File: config.mk
export PLATFORM = sky130hd
export DESIGN_NAME = mem_port_arbiter
export DESIGN_NICKNAME = d
export VERILOG_FILES = /design/src/rtl/mem_port_arbiter.sv
export SDC_FILE = /design/constraint.sdc
export NUM_CORES = 1
export LEC_CHECK = 0
export ABC_AREA = 1
export CORE_MARGIN = 5
export CORE_UTILIZATION = 46
export DETAILED_ROUTE_END_ITERATION = 16
export PLACE_DENSITY = 0.92
export SKIP_CTS_REPAIR_TIMING = 1
export SLEW_MARGIN = 40
export SYNTH_ARGS = -nofsm -noshare
export SYNTH_HDL_FRONTEND = slang
export SYNTH_SLANG_ARGS = --single-unit
File: constraint.sdc
create_clock -name fast_clk -period 4.55 [get_ports fast_clk]
set_clock_uncertainty 0.2 [all_clocks]
set_input_delay 0.91 -clock fast_clk [delete_from_list [all_inputs] [get_ports fast_clk]]
set_output_delay 0.91 -clock fast_clk [all_outputs]
set_load 0.01 [all_outputs]
File: src/rtl/mem_port_arbiter.sv
`default_nettype none
// ============================================================================
// Module   : mem_port_arbiter
// Purpose  : Serialises IF, MEM and debug-readout accesses onto one RAM port.
// Revision : 1.0
// ============================================================================
module mem_port_arbiter #(
    parameter int ADDR_W       = 10,
    parameter int DATA_W       = 32,
    parameter int MEM_LATENCY  = 1,
    parameter int DBG_MAX_WAIT = 4
) (
    input  logic              fast_clk,
    input  logic              rst,
    input  logic              top_en,
    input  logic              if_req,
    input  logic [ADDR_W-1:0] if_addr,
    output logic              if_ack,
    output logic [DATA_W-1:0] if_rdata,
    input  logic              mem_req,
    input  logic              mem_we,
    input  logic [ADDR_W-1:0] mem_addr,
    input  logic [DATA_W-1:0] mem_wdata,
    output logic              mem_ack,
    output logic [DATA_W-1:0] mem_rdata,
    input  logic              dbg_req,
    input  logic [ADDR_W-1:0] dbg_addr,
    output logic              dbg_ack,
    output logic [DATA_W-1:0] dbg_rdata,
    output logic              ram_en,
    output logic              ram_we,
    output logic [ADDR_W-1:0] ram_addr,
    output logic [DATA_W-1:0] ram_wdata,
    input  logic [DATA_W-1:0] ram_rdata,
    output logic              busy,
    output logic [1:0]        grant_id
);

    localparam logic [1:0] S_IDLE  = 2'd0;
    localparam logic [1:0] S_ISSUE = 2'd1;
    localparam logic [1:0] S_WAIT  = 2'd2;
    localparam logic [1:0] S_RESP  = 2'd3;

    localparam logic [1:0] G_NONE = 2'd0;
    localparam logic [1:0] G_IF   = 2'd1;
    localparam logic [1:0] G_MEM  = 2'd2;
    localparam logic [1:0] G_DBG  = 2'd3;

    localparam logic [2:0] LAT_INIT = 3'(MEM_LATENCY);
    localparam logic [3:0] WAIT_MAX = 4'(DBG_MAX_WAIT);

    logic [1:0]        state_q, state_d;
    logic [2:0]        lat_q, lat_d;
    logic [3:0]        wait_q, wait_d;
    logic              store_q, store_d;
    logic [1:0]        grant_id_q, grant_id_d;
    logic              ram_en_q, ram_en_d;
    logic              ram_we_q, ram_we_d;
    logic [ADDR_W-1:0] ram_addr_q, ram_addr_d;
    logic [DATA_W-1:0] ram_wdata_q, ram_wdata_d;
    logic              if_ack_q, if_ack_d;
    logic              mem_ack_q, mem_ack_d;
    logic              dbg_ack_q, dbg_ack_d;
    logic [DATA_W-1:0] if_rdata_q, if_rdata_d;
    logic [DATA_W-1:0] mem_rdata_q, mem_rdata_d;
    logic [DATA_W-1:0] dbg_rdata_q, dbg_rdata_d;
    logic              busy_q, busy_d;

    logic [1:0]        w_winner;
    logic              w_grant;
    logic              w_expire;

    // State and registered-output storage
    always_ff @(posedge fast_clk) begin
        if (rst) begin
            state_q     <= S_IDLE;
            lat_q       <= '0;
            wait_q      <= '0;
            store_q     <= 1'b0;
            grant_id_q  <= G_NONE;
            ram_en_q    <= 1'b0;
            ram_we_q    <= 1'b0;
            ram_addr_q  <= '0;
            ram_wdata_q <= '0;
            if_ack_q    <= 1'b0;
            mem_ack_q   <= 1'b0;
            dbg_ack_q   <= 1'b0;
            if_rdata_q  <= '0;
            mem_rdata_q <= '0;
            dbg_rdata_q <= '0;
            busy_q      <= 1'b0;
        end else begin
            state_q     <= state_d;
            lat_q       <= lat_d;
            wait_q      <= wait_d;
            store_q     <= store_d;
            grant_id_q  <= grant_id_d;
            ram_en_q    <= ram_en_d;
            ram_we_q    <= ram_we_d;
            ram_addr_q  <= ram_addr_d;
            ram_wdata_q <= ram_wdata_d;
            if_ack_q    <= if_ack_d;
            mem_ack_q   <= mem_ack_d;
            dbg_ack_q   <= dbg_ack_d;
            if_rdata_q  <= if_rdata_d;
            mem_rdata_q <= mem_rdata_d;
            dbg_rdata_q <= dbg_rdata_d;
            busy_q      <= busy_d;
        end
    end

    // Arbitration and next-state; a starved debug request overrides priority
    always_comb begin
        w_winner = G_NONE;
        if (dbg_req && (wait_q == WAIT_MAX)) begin
            w_winner = G_DBG;
        end else if (mem_req && top_en) begin
            w_winner = G_MEM;
        end else if (if_req && top_en) begin
            w_winner = G_IF;
        end else if (dbg_req) begin
            w_winner = G_DBG;
        end

        state_d = state_q;
        lat_d   = lat_q;
        case (state_q)
            S_IDLE: begin
                if (w_winner != G_NONE) begin
                    state_d = S_ISSUE;
                end
            end
            S_ISSUE: begin
                state_d = S_WAIT;
                lat_d   = LAT_INIT;
            end
            S_WAIT: begin
                lat_d = lat_q - 3'd1;
                if (lat_q == 3'd1) begin
                    state_d = S_RESP;
                end
            end
            default: state_d = S_IDLE;
        endcase
    end

    assign w_grant  = (state_q == S_IDLE) && (w_winner != G_NONE);
    assign w_expire = (state_q == S_WAIT) && (lat_q == 3'd1);

    always_comb begin
        ram_en_d    = 1'b0;
        ram_we_d    = 1'b0;
        ram_addr_d  = ram_addr_q;
        ram_wdata_d = ram_wdata_q;
        store_d     = store_q;
        grant_id_d  = grant_id_q;
        wait_d      = wait_q;
        if_ack_d    = 1'b0;
        mem_ack_d   = 1'b0;
        dbg_ack_d   = 1'b0;
        if_rdata_d  = if_rdata_q;
        mem_rdata_d = mem_rdata_q;
        dbg_rdata_d = dbg_rdata_q;
        busy_d      = (state_d != S_IDLE);

        if (w_grant) begin
            ram_en_d   = 1'b1;
            grant_id_d = w_winner;
            case (w_winner)
                G_MEM: begin
                    ram_addr_d = mem_addr;
                    store_d    = mem_we;
                    ram_we_d   = mem_we;
                    if (mem_we) begin
                        ram_wdata_d = mem_wdata;
                    end
                end
                G_IF: begin
                    ram_addr_d = if_addr;
                    store_d    = 1'b0;
                end
                default: begin
                    ram_addr_d = dbg_addr;
                    store_d    = 1'b0;
                end
            endcase
        end

        if (!dbg_req) begin
            wait_d = '0;
        end else if (w_grant) begin
            if (w_winner == G_DBG) begin
                wait_d = '0;
            end else if (wait_q != WAIT_MAX) begin
                wait_d = wait_q + 4'd1;
            end
        end

        // Stores acknowledge without touching the load-data register
        if (w_expire) begin
            case (grant_id_q)
                G_IF: begin
                    if_ack_d   = 1'b1;
                    if_rdata_d = ram_rdata;
                end
                G_MEM: begin
                    mem_ack_d = 1'b1;
                    if (!store_q) begin
                        mem_rdata_d = ram_rdata;
                    end
                end
                G_DBG: begin
                    dbg_ack_d   = 1'b1;
                    dbg_rdata_d = ram_rdata;
                end
                default: ;
            endcase
        end
    end

    assign ram_en    = ram_en_q;
    assign ram_we    = ram_we_q;
    assign ram_addr  = ram_addr_q;
    assign ram_wdata = ram_wdata_q;
    assign if_ack    = if_ack_q;
    assign mem_ack   = mem_ack_q;
    assign dbg_ack   = dbg_ack_q;
    assign if_rdata  = if_rdata_q;
    assign mem_rdata = mem_rdata_q;
    assign dbg_rdata = dbg_rdata_q;
    assign busy      = busy_q;
    assign grant_id  = grant_id_q;

endmodule
`default_nettype wire
==> reports/summary.txt <==
Final core utilization: 71.64%
Post-route ant nets: 0
Vias in the first global route: 6002
Clk pwr share: 37.8%
Worst Path Max Fanout: 14
Most frequent cells in the layout: clkdlybuf4s50_1 (246), nor2_1 (237), dfxtp_1 (156), o21ai_0 (123), nand2_1 (50)
Fmax: 309.6 MHz
Top Ports: 247
Power share of the combinational group: 21.3%
Hold Crit Class: reg -> reg
Synthesis-to-finish area growth: 53.09%
Net Sw Power: 1.085 mW
Diodes inserted: 0
Lkg Pwr: 3.602 nW
Port buffer count: 246
Main combinational cell family by area after synthesis: simple AND/OR/NAND/NOR gates
Mean Syn Cell Area: 7.832 um^2
Vias per cell: 5.248
RSZ-0062 raised after global routing: no
Worst skew pair latency: 420 ps
Routed via count: 6083
Global-route wire length before repair: 29950 um
Chip Height: 123.3 um
Worst Tran Pin Value: 802.4 ps
Startpoint types: primary input
Root buffer selected by CTS: clkbuf_16
Synth Area in Simple Gates: 25.74%
Period minus WS final: 3230 ps
Max VDD drop: 0.2791 mV
Dpl hpwl: 13320 um
Die ar.: 15200 um^2
Post-synthesis xor/xnor area fraction: 0.1483%
Final Hold Violating Endpoints: 0
# setup viols final: 0
Commonest non-fill, non-tap cell in the layout: clkdlybuf4s50_1
CTS Buffer Depth: 2
Detailed Route WL: 19490 um
Fraction of layout cells with a size suffix above 1: 5.471%
Setup TNS: 0 ps
Core area: 12620 um^2
Slew margin rel.: 46.32%
CP Data Required Time: 4720 ps
Non-filler instance count after layout: 1159
Cell Pwr Density: 418.9 nW/um^2
CTS H-Tree Depth: 4
GRT Util Overall: 25.01%
Adder-cell share of the synthesized area: 2.331%
Mapped cell area: 5906 um^2
Top cell type's share of synthesized area: 52.88%
Run status: finished, final reports clean
Seq pwr share: 40.8%
CTS sink count: 156
Slew Viols, Final: 0
TritonCTS buffer count: 17
Sequential share of the synthesized area: 52.88%
Internal power consumption: 2.702 mW
Post-Syn Instances: 754
Ranking of synthesized cells by area: dfxtp_1 (53%), nor2_1 (15%), o21ai_0 (10%)
Residual DRC: 0
Crit end category: flop
Global placer's final weighted congestion: 0.7697
Routed WL per cell: 16.82 um
Placed cells: 1127
Switching Fraction: 28.66%
Grt ovf: 0
Area leader, netlist: dfxtp_1
Initial antenna violation count: 0
Yosys warns: 0
Die Wd: 123.3 um
Layout Nets: 1086
Iteration-0 DRC Markers: 511
Clock slew at reported path FFs: 60 ps
TritonCTS clock tree: yes
Critical Path AT: 3400 ps
Crit path kind: in -> reg
Max_cap viols: 0
Largest net degree at the start of global routing: 117
Mapped Nets: 866
Std-Cell Rows: 41
Fin crit share: 70.98%
Compound-gate portion of the synthesized area: 13.58%
Yosys reg bits: 156
Yosys cell types: 26
Starting Density: 46.80%
Initial DRT Pass Iterations: 5
Post-synthesis mux area share: 0%
## worst max-delay path, stage by stage
cell             delay [ps]
clkdlybuf4s50_1         540
nand2_1                 100
a21oi_1                 310
inv_1                   130
ha_1                    260
nor2_4                  210
inv_1                   240
nor2_2                  440
o211ai_1                170
nand2_1                 100
## power by group through the flow
stage / Clock [mW] / Combinational, mW / Sequential [mW]
finish: 1.43 / 0.808 / 1.55
detailed placement: 0 / 0.805 / 1.57
global placement: 0 / 0.777 / 1.57
floorplan: 0 / 0.375 / 1.61
global route: 1.50 / 0.878 / 1.56
CTS: 1.44 / 0.809 / 1.55
## cells by family after synthesis
family	after synthesis
AOI/OAI and AO/OA	154
and+or+nand+nor	355
buffers and inverters	77
DFF	156
xor gates and xnor gates	1
adders and majority gates	11
## flip-flops by register name (all words and copies together) (netlist names), 2 cells and up
name and count:
mem_rdata 32, if_rdata 32, state_q 2, wait_q 4, grant_id 2, ram_wdata 32
dbg_rdata 32, lat_q 3, ram_addr 10
## cell type report
type	instances	area [um^2]
Inverter	24	91.34
Tap cell	172	215.2
Multi-Input combinational cell	521	2471
Clock buffer	23	488.0
Sequential cell	156	3123
Clock inverter	9	110.1
Fill cell	938	3578
Timing Repair Buffer	254	2542
## Yosys cell counts
cell        n
inv_1      18
nor2_4      1
nand3_2     1
nand2_2     1
nor4_1     32
nor3_4      3
nor2_1    238
o21ai_0   123
a21oi_1     9
o211ai_1   10
xnor2_1     1
o22ai_1     1
a31oi_1     1
dfxtp_1   156
nor3_1      1
buf_2      20
inv_2       6
nand3_4     1
nand4_1     3
nand2_1    50
ha_1       11
clkbuf_1   33
a221oi_1    1
or2_2       1
nand3_1    23
o21ai_1     9
## layer usage
layer / global-route usage [%] / part of all wire, % / vias up
met5: 0 / 0 / -
li1: - / - / 2927
met1: 28.34 / 40 / 2880
met3: 9.607 / 9.5 / 33
met4: 8.235 / 2.4 / 0
met2: 43.22 / 49 / 243
## through the flow
| stage | hold slack, ps | worst slack (ps) | cell area (um^2) | total power, mW |
|---|---|---|---|---|
| after floorplan | 243.7 | 1936 | 5906 | 1.985 |
| after global placement | 254.0 | 823.3 | 8418 | 2.344 |
| after detailed placement | 261.2 | 622.0 | 8441 | 2.378 |
| after CTS | 269.7 | 1089 | 9039 | 3.798 |
| after global routing | 292.6 | 1086 | 9041 | 3.939 |
| final | 274.6 | 1320 | 9041 | 3.787 |
## path summary, 6_finish.rpt
kind	from	to	slack (ps)	depth (start not counted)
max reg2reg	wait_q[0]	ram_addr[3]	1600	13
min reg2reg	ram_addr[9]	ram_addr[9]	270	2
max	dbg_req	ram_addr[3]	1320	10
min	ram_addr[9]	ram_addr[9]	270	2
Power figures use the tool's default switching activity.
==> edit 1, RTL diff (config.mk and constraints unchanged) <==
`DATA_W`: 32 -> 64.
--- a/src/rtl/mem_port_arbiter.sv
+++ b/src/rtl/mem_port_arbiter.sv
@@ -6,7 +6,7 @@
 // ============================================================================
 module mem_port_arbiter #(
     parameter int ADDR_W       = 10,
-    parameter int DATA_W       = 32,
+    parameter int DATA_W       = 64,
     parameter int MEM_LATENCY  = 1,
     parameter int DBG_MAX_WAIT = 4
 ) (
Interface: changed (6 resized); port bits go from 247 to 439. The function was not compared with the original's and may differ.
==> edit 1 against the unedited design <==
Cell area rose by 72%; clock power rose by 62%; power rose by 61%; final cell count rose by 72%; area after synthesis is 74% higher; worst setup slack lost 0.045 ns; wire length up 82%; sequential cell count grew 128; via count increased by 72%; global-route usage up 1.0 points; largest power group unchanged.
==> edit 1: results <==
group,metric,value,unit
synthesis,synthTopCellsByCount,"nor2_1 (524), dfxtp_1 (284), o21ai_0 (248)",
drt,viasPerCell,5.23,
place,gp_congestion,0.895,
clock_network,clockBufferDepth,3,
synthesis,async_reset_ff_share,0,%
worst_setup_path,cp_slowest_cell,"clkdlybuf4s50_1",
synthesis,ys_types,28,
synthesis,synth_area_leaders,"dfxtp_1 (55%), nor2_1 (19%), o21ai_0 (12%)",
sta,whs,0.275,ns
clock_network,cts.htree.levels,1,
clock_network,cts-root-buf,"clkbuf_16",
worst_hold_path,hold_depth,2,
synthesis,yosys_warnings,0,
status,status,"finished clean",
worst_setup_path,cpLargestDelayFamily,"buffers and inverters",
worst_setup_path,ff2ff_path_depth,15,
place,post_dp_cell_area,0.0146,mm2
synthesis,synth_fp_nets,1481,
worst_setup_path,cp.arrival,3.48,ns
grt,grt_pass1_wl,55.2,mm
clock_network,numCtsBuffers,28,
finish,drive_gt1_share,4.02,%
grt,antenna_found_initial,1,
drt,wire_per_inst,17.7,um
finish,nNetsFinal,1872,
clock_network,clkTransAtPathRegs,0.06,ns
worst_setup_path,r2r_slack,1.45,ns
worst_hold_path,min_from,"ram_addr[4]",
grt,grt_max_degree,104,
synthesis,yosysSeqAreaShare,55.4,%
grt,track_usage,26.0,%
clock_network,clk_latency,0.53,ns
worst_hold_path,hold-path-endpoint,"ram_addr[4]",
place,port_buffers,438,
drt,drtIter0Drc,783,
sta,max-slew-margin-rel,50.5,%
worst_setup_path,critical_path_peak_fanout,59,
worst_setup_path,max_stage_delay,0.54,ns
worst_setup_path,crit_path_start,"dbg_req",
place,hpwl,25.0,mm
power_and_ir_drop,vdd_ir_drop_max,0.299,mV
power_and_ir_drop,leakage,5.93,nW
worst_setup_path,r2r_end,"ram_wdata[56]",
grt,grt_pass1_vias,10600,
drt,dr.pass1.iters,5,
==> edit 1: cell count changes after synthesis, moves of 6 or more <==
cell / unedited run / this run
buf_4: 0 / 6
dfxtp_1: 156 / 284
clkbuf_2: 0 / 10
o21ai_0: 123 / 248
buf_6: 0 / 16
nor4_1: 32 / 0
nor2_1: 238 / 524
==> edit 1: worst max path at each step <==
stage,cells past startpoint,end
CTS,13,ram_wdata[35]
finish,12,ram_wdata[56]
detailed placement,12,ram_wdata[56]
floorplan,13,ram_wdata[55]
global placement,12,ram_wdata[1]
global route,13,ram_wdata[35]
==> edit 1: logic make-up after synthesis <==
logic type	after synthesis	synth area share (%)
simple gates	609	23.1
flops	284	55.4
compound gates	283	14.1
buf+inv	117	6.02
fa+ha+maj	11	1.34
xor+xnor	1	0.0854
==> edit 1: tightest hold or removal path, cell delays in order (launching register included) <==
cell and delay [ns]:
dfxtp_1 0.31, nand3_1 0.08, nand2_1 0.05
==> edit 1: report_power, final <==
part	switching (W)	leakage (nW)	internal (W)	total, W
Clock	0.000937	0.465	0.00138	0.00232
Combinational	0.000541	3.17	0.000510	0.00105
Sequential	0.0000949	2.30	0.00264	0.00274
Total	0.00157	5.93	0.00454	0.00611
==> edit 1: layer usage <==
layer  GRT usage (%)  wire length (um)  up-vias
met1            28.7             12800     4806
met5               0                 0        -
li1                -                 -     4977
met4            14.3              2120        0
met3            5.85              2920      135
met2            46.2             17600      525
==> edit 1: through the flow <==
step	setup slack, ns	std cells	power [W]
4_1_cts	1.34	1997	0.00614
3_3_place_gp	0.986	1946	0.00379
5_1_grt	1.07	1998	0.00634
3_5_place_dp	0.807	1946	0.00383
2_1_floorplan	1.85	1305	0.00327
6_report	1.28	1998	0.00611
==> edit 1: area by class of cell <==
cell class	count	area, um2
diodes	1	2.50
fillers	1537	6340
repair buffers	450	4500
inverters	28	110
flip-flops and latches	284	5690
clock inverters	4	45.0
clock buffers	47	893
multi-input cells	904	3970
well taps	280	350
==> edit 2, RTL diff (same settings) <==
Without the edit above. Reset style: asynchronous (`rst`), changed in one clocked block.
--- a/src/rtl/mem_port_arbiter.sv
+++ b/src/rtl/mem_port_arbiter.sv
@@ -71,7 +71,7 @@
     logic              w_expire;
 
     // State and registered-output storage
-    always_ff @(posedge fast_clk) begin
+    always_ff @(posedge fast_clk or posedge rst) begin
         if (rst) begin
             state_q     <= S_IDLE;
             lat_q       <= '0;
Function: differs if rst is asserted again (counterexample within 4 cycles, from zero or initial values and one cycle with rst high); with rst held inactive, the same outputs for 4 cycles.
==> edit 2 against the unedited design <==
Global-route usage is 1.0 points lower; sequential cell count stayed put; wire length is 1.7% higher; cell area is 7.4% higher; area after synthesis is 9.8% higher; worst setup slack worse by 0.40 ns.
Power is not compared: it rests on default switching activity, and its combinational part moved more than twofold at a synthesized area within 25%.
==> edit 2: results <==
group,metric,value,unit
grt,use_met2,39.5,%
finish,stdcell_count,1173,
worst_setup_path,r2r_end,"ram_wdata[15]",
worst_setup_path,critical_path_peak_fanout,34,
sta,whs,0.271,ns
synthesis,synth_fp_nets,857,
worst_setup_path,reg2reg_from,"wait_q[0]",
grt,grt_pass1_wl,31.2,mm
drt,finalWirelength,19.8,mm
place,post_dp_cell_area,0.00908,mm2
synthesis,syn_inst,745,
synthesis,ys_types,20,
sta,max-slew-margin-rel,47.5,%
status,status,"finished clean",
finish,drive_gt1_share,5.04,%
worst_setup_path,cp.arrival,3.78,ns
drt,drtIter0Drc,506,
finish,syn2layout_area_growth,49.7,%
grt,grt_pass1_vias,6106,
synthesis,synth_area_leaders,"dfrtp_1 (60%), nand2_1 (23%), nand3_1 (3.7%)",
grt,met1_usage,29.6,%
worst_hold_path,hold-path-endpoint,"mem_rdata[29]",
grt,use_met3,8.14,%
grt,track_usage,24.0,%
drt,viasPerCell,5.12,
place,place_ws,0.513,ns
worst_setup_path,r2r_slack,1.26,ns
## edit 2: logic make-up (layout without fill, tap and decap cells)
logic type | Yosys count | in the layout | share of synthesized area (%)
xor gates and xnor gates | 1 | 1 | 0.135
adders and majority gates | 11 | 11 | 2.12
and+or+nand+nor | 468 | 468 | 28.9
AOI/OAI and AO/OA | 48 | 48 | 3.72
buffers and inverters | 61 | 309 | 4.88
DFF | 156 | 156 | 60.2
## edit 2: how the worst max path moves through the flow
stage                          endpoint  slack (ns)  startpoint
after global routing      ram_wdata[15]        0.61     dbg_req
after detailed placement  ram_wdata[15]        0.51     dbg_req
after global placement     ram_wdata[6]        0.66     dbg_req
after CTS                 ram_wdata[15]        0.90     dbg_req
final                     ram_wdata[15]        0.92     dbg_req
after floorplan                    busy        1.47         rst
## edit 2: worst max-delay path, stage by stage
cell	delay, ns
clkdlybuf4s50_1	0.54
nand4_1	0.13
nand2_1	0.16
inv_1	0.08
ha_1	0.19
inv_1	0.07
nand2_1	0.30
inv_2	0.33
nand3_2	0.09
buf_4	0.27
inv_2	0.43
nand2_1	0.15
nand2_1	0.12
## edit 2: final cells by class
cell class	count	share of cell area [%]
clock buffer	20	4.70
clock inverter	10	1.46
inverter	24	0.967
multi-input combinational	528	23.4
sequential	156	40.2
tap	180	2.32
timing repair buffer	255	26.9
## edit 2: metal layers
metal  vias to the layer above  part of all wire, %
li1                       2798                    -
met1                      2839                   39
met2                       327                   48
met3                        40                   11
met4                         0                  2.2
met5                         -                    0
## edit 2: power by group
group	total [W]	leakage [nW]	internal [W]	switching [W]
clock network	0.00143	0.288	0.000887	0.000546
logic	0.00308	2.47	0.00156	0.00153
registers	0.00247	1.90	0.00206	0.000409
total	0.00699	4.65	0.00450	0.00248
